==> src/rtl/sdram_arbiter_if.sv <==
// Call/done handshake bundle shared by the arbiter clients and the base module.
// master drives a call toward a base; slave answers a client's call.
interface sdram_arbiter_if #(
    parameter int ADDR_W = 24,
    parameter int DATA_W = 16
);
    logic [1:0]        call;
    logic [ADDR_W-1:0] addr;
    logic [DATA_W-1:0] wdata;
    logic [1:0]        done;
    logic [DATA_W-1:0] rdata;
    logic              err;
    logic [1:0]        tag;

    modport master (
        output call, addr, wdata,
        input  done, rdata, tag
    );

    modport slave (
        input  call, addr, wdata,
        output done, rdata, err
    );
endinterface

==> src/rtl/sdram_arbiter.sv <==
// Round-robin two-client arbiter in front of one sdram_basemod (CLOCK1 domain).
// Optional base-call watchdog enabled by defining SDRAM_ARB_TIMEOUT_EN.
module sdram_arbiter #(
    parameter int ADDR_W  = 24,
    parameter int DATA_W  = 16,
    parameter int TIMEOUT = 1023
) (
    input  logic            CLOCK1,
    input  logic            RESET,
    sdram_arbiter_if.slave  A,
    sdram_arbiter_if.slave  B,
    sdram_arbiter_if.master S
);

    typedef enum logic [1:0] {
        ST_IDLE,
        ST_CALL,
        ST_DONE
    } state_e;

    state_e            state_q, state_d;
    logic              ptr_q, ptr_d;
    logic              id_q, id_d;
    logic              wr_q, wr_d;
    logic [ADDR_W-1:0] addr_q, addr_d;
    logic [DATA_W-1:0] wdata_q, wdata_d;
    logic [DATA_W-1:0] ard_q, ard_d;
    logic [DATA_W-1:0] brd_q, brd_d;

`ifdef SDRAM_ARB_TIMEOUT_EN
    localparam logic [10:0] CNT_LIM = 11'(TIMEOUT - 1);
    logic [10:0]       cnt_q, cnt_d;
    logic              err_q, err_d;
`endif

    logic a_wr, a_rd, a_el;
    logic b_wr, b_rd, b_el;
    logic pick_b, match;
    logic [1:0] op2;

    // wr beats rd inside a client; a tag-blocked wr falls back to rd
    assign a_wr   = A.call[1] & ~S.tag[1];
    assign a_rd   = A.call[0] & ~S.tag[0];
    assign b_wr   = B.call[1] & ~S.tag[1];
    assign b_rd   = B.call[0] & ~S.tag[0];
    assign a_el   = a_wr | a_rd;
    assign b_el   = b_wr | b_rd;
    assign pick_b = b_el & (~a_el | ptr_q);
    assign match  = wr_q ? S.done[1] : S.done[0];
    assign op2    = wr_q ? 2'b10 : 2'b01;

    always_ff @(posedge CLOCK1 or negedge RESET) begin
        if (!RESET) begin
            state_q <= ST_IDLE;
            ptr_q   <= 1'b0;
            id_q    <= 1'b0;
            wr_q    <= 1'b0;
            addr_q  <= '0;
            wdata_q <= '0;
            ard_q   <= '0;
            brd_q   <= '0;
`ifdef SDRAM_ARB_TIMEOUT_EN
            cnt_q   <= '0;
            err_q   <= 1'b0;
`endif
        end else begin
            state_q <= state_d;
            ptr_q   <= ptr_d;
            id_q    <= id_d;
            wr_q    <= wr_d;
            addr_q  <= addr_d;
            wdata_q <= wdata_d;
            ard_q   <= ard_d;
            brd_q   <= brd_d;
`ifdef SDRAM_ARB_TIMEOUT_EN
            cnt_q   <= cnt_d;
            err_q   <= err_d;
`endif
        end
    end

    always_comb begin
        state_d = state_q;
        ptr_d   = ptr_q;
        id_d    = id_q;
        wr_d    = wr_q;
        addr_d  = addr_q;
        wdata_d = wdata_q;
        ard_d   = ard_q;
        brd_d   = brd_q;
`ifdef SDRAM_ARB_TIMEOUT_EN
        cnt_d   = cnt_q;
        err_d   = err_q;
`endif
        unique case (state_q)
            ST_IDLE: begin
                if (a_el | b_el) begin
                    state_d = ST_CALL;
                    id_d    = pick_b;
                    wr_d    = pick_b ? b_wr : a_wr;
                    addr_d  = pick_b ? B.addr : A.addr;
                    wdata_d = pick_b ? B.wdata : A.wdata;
`ifdef SDRAM_ARB_TIMEOUT_EN
                    cnt_d   = '0;
`endif
                end
            end
            ST_CALL: begin
                if (match) begin
                    state_d = ST_DONE;
`ifdef SDRAM_ARB_TIMEOUT_EN
                    err_d   = 1'b0;
`endif
                    if (!wr_q) begin
                        if (id_q) brd_d = S.rdata;
                        else      ard_d = S.rdata;
                    end
                end
`ifdef SDRAM_ARB_TIMEOUT_EN
                else if (cnt_q == CNT_LIM) begin
                    state_d = ST_DONE;
                    err_d   = 1'b1;
                end else begin
                    cnt_d = cnt_q + 11'd1;
                end
`endif
            end
            ST_DONE: begin
                state_d = ST_IDLE;
                ptr_d   = ~id_q;
            end
            default: state_d = ST_IDLE;
        endcase
    end

    always_comb begin
        S.call  = 2'b00;
        S.addr  = addr_q;
        S.wdata = wdata_q;
        A.done  = 2'b00;
        B.done  = 2'b00;
        A.rdata = ard_q;
        B.rdata = brd_q;
        A.err   = 1'b0;
        B.err   = 1'b0;
        unique case (state_q)
            ST_CALL: S.call = op2;
            ST_DONE: begin
                if (id_q) B.done = op2;
                else      A.done = op2;
`ifdef SDRAM_ARB_TIMEOUT_EN
                if (id_q) B.err = err_q;
                else      A.err = err_q;
`endif
            end
            default: ;
        endcase
    end

endmodule

==> src/flat_wrapper.sv <==
// flat-port wrapper written by rule: the top's interface ports become plain ports
module sdram_arbiter_flat 
#(
    parameter int ADDR_W  = 24,
    parameter int DATA_W  = 16,
    parameter int TIMEOUT = 1023
)
  (CLOCK1, RESET, A_call, A_addr, A_wdata, A_done, A_rdata, A_err, B_call, B_addr, B_wdata, B_done, B_rdata, B_err, S_call, S_addr, S_wdata, S_done, S_rdata, S_tag);
  sdram_arbiter_if #(.ADDR_W(ADDR_W), .DATA_W(DATA_W)) A_i ();
  sdram_arbiter_if #(.ADDR_W(ADDR_W), .DATA_W(DATA_W)) B_i ();
  sdram_arbiter_if #(.ADDR_W(ADDR_W), .DATA_W(DATA_W)) S_i ();
  input  logic CLOCK1;
  input  logic RESET;
  input wire logic [$bits(A_i.call)-1:0] A_call;
  input wire logic [$bits(A_i.addr)-1:0] A_addr;
  input wire logic [$bits(A_i.wdata)-1:0] A_wdata;
  output wire logic [$bits(A_i.done)-1:0] A_done;
  output wire logic [$bits(A_i.rdata)-1:0] A_rdata;
  output wire logic [$bits(A_i.err)-1:0] A_err;
  input wire logic [$bits(B_i.call)-1:0] B_call;
  input wire logic [$bits(B_i.addr)-1:0] B_addr;
  input wire logic [$bits(B_i.wdata)-1:0] B_wdata;
  output wire logic [$bits(B_i.done)-1:0] B_done;
  output wire logic [$bits(B_i.rdata)-1:0] B_rdata;
  output wire logic [$bits(B_i.err)-1:0] B_err;
  output wire logic [$bits(S_i.call)-1:0] S_call;
  output wire logic [$bits(S_i.addr)-1:0] S_addr;
  output wire logic [$bits(S_i.wdata)-1:0] S_wdata;
  input wire logic [$bits(S_i.done)-1:0] S_done;
  input wire logic [$bits(S_i.rdata)-1:0] S_rdata;
  input wire logic [$bits(S_i.tag)-1:0] S_tag;
  assign A_i.call = A_call;
  assign A_i.addr = A_addr;
  assign A_i.wdata = A_wdata;
  assign A_done = A_i.done;
  assign A_rdata = A_i.rdata;
  assign A_err = A_i.err;
  assign B_i.call = B_call;
  assign B_i.addr = B_addr;
  assign B_i.wdata = B_wdata;
  assign B_done = B_i.done;
  assign B_rdata = B_i.rdata;
  assign B_err = B_i.err;
  assign S_call = S_i.call;
  assign S_addr = S_i.addr;
  assign S_wdata = S_i.wdata;
  assign S_i.done = S_done;
  assign S_i.rdata = S_rdata;
  assign S_i.tag = S_tag;
  sdram_arbiter #(.ADDR_W(ADDR_W), .DATA_W(DATA_W), .TIMEOUT(TIMEOUT)) u_core (.CLOCK1(CLOCK1), .RESET(RESET), .A(A_i), .B(B_i), .S(S_i));
endmodule
==> config.mk <==
export PLATFORM = sky130hd
export DESIGN_NAME = sdram_arbiter_flat
export DESIGN_NICKNAME = d
export VERILOG_FILES = /design/src/rtl/sdram_arbiter_if.sv /design/src/rtl/sdram_arbiter.sv /design/src/flat_wrapper.sv
export SDC_FILE = /design/constraint.sdc
export NUM_CORES = 1
export LEC_CHECK = 0
export CORE_MARGIN = 3
export CORE_UTILIZATION = 30
export DETAILED_ROUTE_END_ITERATION = 8
export PLACE_DENSITY_LB_ADDON = 0.2
export SYNTH_ARGS = -nofsm -noshare
export SYNTH_HDL_FRONTEND = slang
export SYNTH_SLANG_ARGS = --single-unit
==> constraint.sdc <==
create_clock -name CLOCK1 -period 4.85 [get_ports CLOCK1]
set_input_delay 0.7275 -clock CLOCK1 [delete_from_list [all_inputs] [get_ports CLOCK1]]
set_output_delay 0.7275 -clock CLOCK1 [all_outputs]
set_load 0.02 [all_outputs]
==> results of run 1 <==
worst max path at each step:
stage,start,endpoint,slack [ns],depth (start not counted)
floorplan,u_core.state_q[0],B_done[0],2.94,2
global placement,S_tag[1],u_core.S.addr[3],1.81,6
detailed placement,S_tag[1],u_core.S.wdata[1],1.71,6
CTS,S_tag[1],u_core.S.wdata[3],2.07,6
global route,S_tag[1],u_core.S.wdata[1],1.87,6
finish,S_tag[1],u_core.S.wdata[1],2.08,6
critical path, cell delays in order:
cell	delay [ns]
clkdlybuf4s50_1	0.45
o21bai_1	0.21
and2_1	0.20
nor3_2	0.76
buf_4	0.45
a2bb2oi_1	0.20
flip-flops by register name, indices dropped and copies added (netlist names):
signal and flops:
u_core.S.addr 24, u_core.A.rdata 16, u_core.B.rdata 16, u_core.S.wdata 16, u_core.state_q 2, u_core.id_q 1, u_core.ptr_q 1, u_core.wr_q 1
power groups by stage:
stage	Sequential, mW	Clock, mW	Combinational, mW
2_1_floorplan	1.52	0	0.683
3_3_place_gp	1.17	0	1.92
3_5_place_dp	1.18	0	1.94
4_1_cts	1.18	0.714	1.94
5_1_grt	1.22	0.746	2.05
6_report	1.17	0.695	1.92
logic make-up (layout without fill, tap and decap cells):
logic type | Yosys count | count (layout) | share of synthesized area, %
flip-flops | 77 | 77 | 55.4
multiplexers | 34 | 34 | 11.0
other | 1 | 2 | 0.108
AO/OA/AOI/OAI | 130 | 130 | 25.0
buffers and inverters | 30 | 205 | 3.67
AND/OR/NAND/NOR | 24 | 24 | 4.82
placed cells by master, fill, tap and decap left out, types with 2 or more instances in the layout:
cell               n
a31oi_1           40
clkbuf_8           3
nand2b_1           5
o21ai_0           41
nand2_1            5
o21bai_1           2
nor3b_1            2
a2bb2oi_1         40
and3b_1            2
dfrtp_1           77
clkdlybuf4s50_1  182
mux2_2            33
and2_1             2
clkbuf_16          9
nor2b_1            2
buf_4              7
o31ai_1            2
conb_1             2
cell type report:
type                    count  area, um^2  area share [%]
clock inverters             3        42.5           0.743
flip-flops and latches     77        1930            33.7
clock buffers              13         270            4.72
repair buffers            189        1870            32.7
well taps                 140         175            3.06
multi-input cells         190        1440            25.1
routing by layer:
metal	share of wire [%]	global-route usage, %
met1	43	23.9
met2	44	27.6
met3	12	7.32
met4	1.1	5.29
met5	0	0
==> flow_summary.ini, run 1 <==
[setup_path]
worstSetupPathType = in2reg
crit_path_start_kind = primary input
path_max_fanout = 27
arrival_ns = 3.01
r2r_start = u_core.state_q[1]
end_kind = flip-flop
timing.rr.end = u_core.S.wdata[1]
cp.required_ns = 5.09
rrSetupSlack_ns = 2.77
r2r_cells = 3

[floorplan]
core_area_um2 = 11100
fp-row-count = 38
initial_core_util_pct = 31.4
ios = 186
die_w_um = 114
fp.dieH_um = 114
die_area_um2 = 12900

[yosys]
synth_area_leaders = dfrtp_1, mux2_2, a2bb2oi_1, a31oi_1, o21ai_0
synth_ff_type = dfrtp_1
synth-seq-cells = 77
syn_avg_cell_area_um2 = 11.7
yosys-top-cells-count = dfrtp_1, o21ai_0, a2bb2oi_1, a31oi_1, mux2_2
synth_edf_count = 0
yosysMostFrequentCell = dfrtp_1
seq_area_frac_synth_pct = 55.4
syn_area_um2 = 3480
async_reset_ff_share_pct = 100
syn-instance-count = 296
yosys.cell_types.count = 28
ys_warn_count = 0
synth_top_area_share_pct = 55.4
yosysTopAreaCell = dfrtp_1

[placement]
dp_cells = 596
port-buffer-count = 183
pre_cts_ws_ns = 1.71
place_area_um2 = 5410
gp_congestion = 0.789
hpwl_um = 8090

[layout]
diodes = 0
final_area_um2 = 5720
final_util_pct = 51.7
area_delta_synth_final_pct = 64.6
num-fill-cells = 1021
layoutNonFillerInstCount = 612
layout.nets = 573
drive_gt1_share_pct = 12.7

[hold_path]
hold_start = u_core.A.rdata[6]
worstHoldPathType = reg2reg
hold_end = u_core.A.rdata[6]
whs_path_depth = 1

[clock_network]
cts_hold_buf = 0
postCtsSetupBuffers = 0
cts_root_buf = clkbuf_16
cts.clk_slew.worst_paths_ns = 0.06
cts_resized = 0
cts_tree = yes
clk-insertion-delay-late_ns = 0.32
numClockSinks = 77
cts_buffers = 9
htree_levels = 3
clockBufferDepth = 2

[grt]
first_global_vias = 3409
grt_max_degree = 78
track_usage_pct = 18.1
grt_pass1_wl_um = 18500
grt.overflow.total = 0
antenna_found_initial = 0

[sta]
period_minus_slack_ns = 2.77
drv_slew = 0
grt_setup_unrepaired = no
fin_ws_ns = 2.08
fmax_ghz = 0.362
whs_ns = 0.503
slew_headroom_pct = 32.4
tns_ns = 0
skew_ns = 0.00371
setup_violations = 0
tightestPinTransition_ns = 1.01
period_share_pct = 57.0
final_hold_viol_count = 0

[run]
drv_cap = 0

[routing]
routed_wl_um = 11600
drt_iter0_markers = 306
avgRoutedWirePerCell_um = 19.0
drt.antenna.violating_nets = 0
dr.pass1.iters = 4
drcViolationCount = 0
viasPerCell = 5.31
vias = 3250

[power_and_ir_drop]
swShare_pct = 36.4
intPower_mw = 2.41
max-vdd-ir-drop_mv = 0.298
total_power_mw = 3.79
leakage_nw = 2.27
p_comb_share_pct = 50.7
p_clk_share_pct = 18.3
power_density_nw_per_um2 = 663
pwr-share-seq_pct = 30.9
switchingPower_mw = 1.38

[outcome]
outcome = finished clean
Power figures use the tool's default switching activity.
==> run 2, diff against run 1 <==
==> constraint.sdc (replaced) <==
create_clock -name CLOCK1 -period 2.4 [get_ports CLOCK1]
set_input_delay 0.36 -clock CLOCK1 [delete_from_list [all_inputs] [get_ports CLOCK1]]
set_output_delay 0.36 -clock CLOCK1 [all_outputs]
set_load 0.02 [all_outputs]
==> flow_summary.ini, run 2 (synthesized netlist as in run 1, its figures left out) <==
[layout]
drive_gt1_share_pct = 13.5
final_area_um2 = 5860
diodes = 0
area_delta_synth_final_pct = 68.5
num-fill-cells = 997
final_common_cell = clkdlybuf4s50_1
largest_reg_flops = 24
layout_common_cells = clkdlybuf4s50_1, dfrtp_1, o21ai_0, a31oi_1, a2bb2oi_1
layout.nets = 576

[routing]
dr.pass1.iters = 4
viasPerCell = 5.29
routed_wl_um = 11600
vias = 3254
avgRoutedWirePerCell_um = 18.8
drcViolationCount = 0
drt.antenna.violating_nets = 0
drt_iter0_markers = 323

[floorplan]
fp.dieH_um = 114
die_w_um = 114
core_area_um2 = 11100
die_area_um2 = 12900
fp-row-count = 38
ios = 186
initial_core_util_pct = 31.4

[sta]
tns_ns = 0
slew_headroom_pct = 31.7
fmax_ghz = 0.449
period_minus_slack_ns = 2.23
period_share_pct = 92.9
drv_slew = 0
final_hold_viol_count = 0
setup_violations = 0
tightestPinTransition_ns = 1.02
skew_ns = 0.00836
grt_setup_unrepaired = no

[setup_path]
crit_path_start_kind = flip-flop
path_max_fanout = 8
r2r_cells = 4
critPathMaxStageDelay_ns = 0.65
cp.required_ns = 2.04
arrival_ns = 1.87
end_kind = output port
crit_chain = nand2b_1 -> nor3_1 -> clkdlybuf4s50_1
cp_slowest_cell = clkdlybuf4s50_1
worstSetupPathType = reg2out

[clock_network]
clk-insertion-delay-late_ns = 0.33
cts_buffers = 9
htree_levels = 3
cts_tree = yes
cts.clk_slew.worst_paths_ns = 0.06
clockBufferDepth = 2
numClockSinks = 77
cts_root_buf = clkbuf_16

[grt]
first_global_vias = 3466
grt_max_degree = 78
grt.overflow.total = 0
track_usage_pct = 17.8
antenna_found_initial = 0
grt_pass1_wl_um = 18200

[placement]
port-buffer-count = 183
gp_congestion = 0.785
hpwl_um = 7910
place_area_um2 = 5460

[power_and_ir_drop]
power_density_nw_per_um2 = 1380
max-vdd-ir-drop_mv = 0.881
leakage_nw = 2.37

[run]
drv_cap = 0

[hold_path]
worstHoldPathType = in2async

[outcome]
outcome = finished clean
## run 2: cell count changes in the layout (fill, tap and decap cells not counted), sizes merged
cell and change:
clkdlybuf4s50 -2, bufinv +4, dlymetal6s2s +2, clkbuf -3, buf +3, clkinv -1
## run 2: cell type report
cell class,count,area [um^2],share of cell area (%)
repair buffers,192,1930,32.9
clock inverters,6,158,2.69
flip-flops and latches,77,1930,32.9
well taps,140,175,2.99
multi-input cells,190,1440,24.5
clock buffers,10,239,4.08
## run 2: where the power goes
part	internal [mW]	switching [mW]	total [mW]
Clock	1.25	0.524	1.78
Sequential	1.95	0.424	2.38
Combinational	2.06	1.85	3.91
Total	5.27	2.80	8.07
## run 2: metal layers
metal | GRT usage (%) | part of all wire, % | vias up
met4 | 5.13 | 1.4 | 0
met3 | 8.12 | 13 | 13
met1 | 22.5 | 41 | 1590
li1 | - | - | 1477
met5 | 0 | 0 | -
met2 | 27.5 | 45 | 174
## run 2: path summary, 6_finish.rpt
| check | from | end | slack, ns |
|---|---|---|---|
| worst max-delay path | u_core.state_q[0] | A_done[0] | 0.17 |
| worst min-delay path | RESET | u_core.S.addr[8] | 0.17 |
| worst max register to register | u_core.state_q[0] | u_core.A.rdata[3] | 0.58 |
| worst min register to register | u_core.B.rdata[11] | u_core.B.rdata[11] | 0.50 |
| max in group asynchronous | RESET | u_core.S.addr[17] | 1.53 |
| min in group CLOCK1 | u_core.B.rdata[11] | u_core.B.rdata[11] | 0.50 |
## run 2: through the flow
stage	hold WS, ns	total power, mW	std cells	worst slack [ns]	utilization (%)
6_report	0.167	8.07	615	0.170	52.9
5_1_grt	0.291	8.54	615	0.0740	52.9
4_1_cts	0.235	8.17	615	0.0749	52.9
2_1_floorplan	0.0644	4.45	297	0.640	-
3_3_place_gp	0.488	6.28	599	0.405	49.3
3_5_place_dp	0.493	6.34	599	0.356	49.3
## run 2: worst max-delay path: cells and delay by family, from the launching register on
family / cells / cell delay [ns]
and+or+nand+nor: 2 / 0.42
buffers and inverters: 1 / 0.65
DFF: 1 / 0.47
## run 2: timing repair
| item | CTS | global route |
|---|---|---|
| endpoints found under the setup margin | 0 | 2 |
| hold buffers | 0 | 0 |
| gates resized for setup | 0 | 2 |
| setup buffers | 0 | 0 |
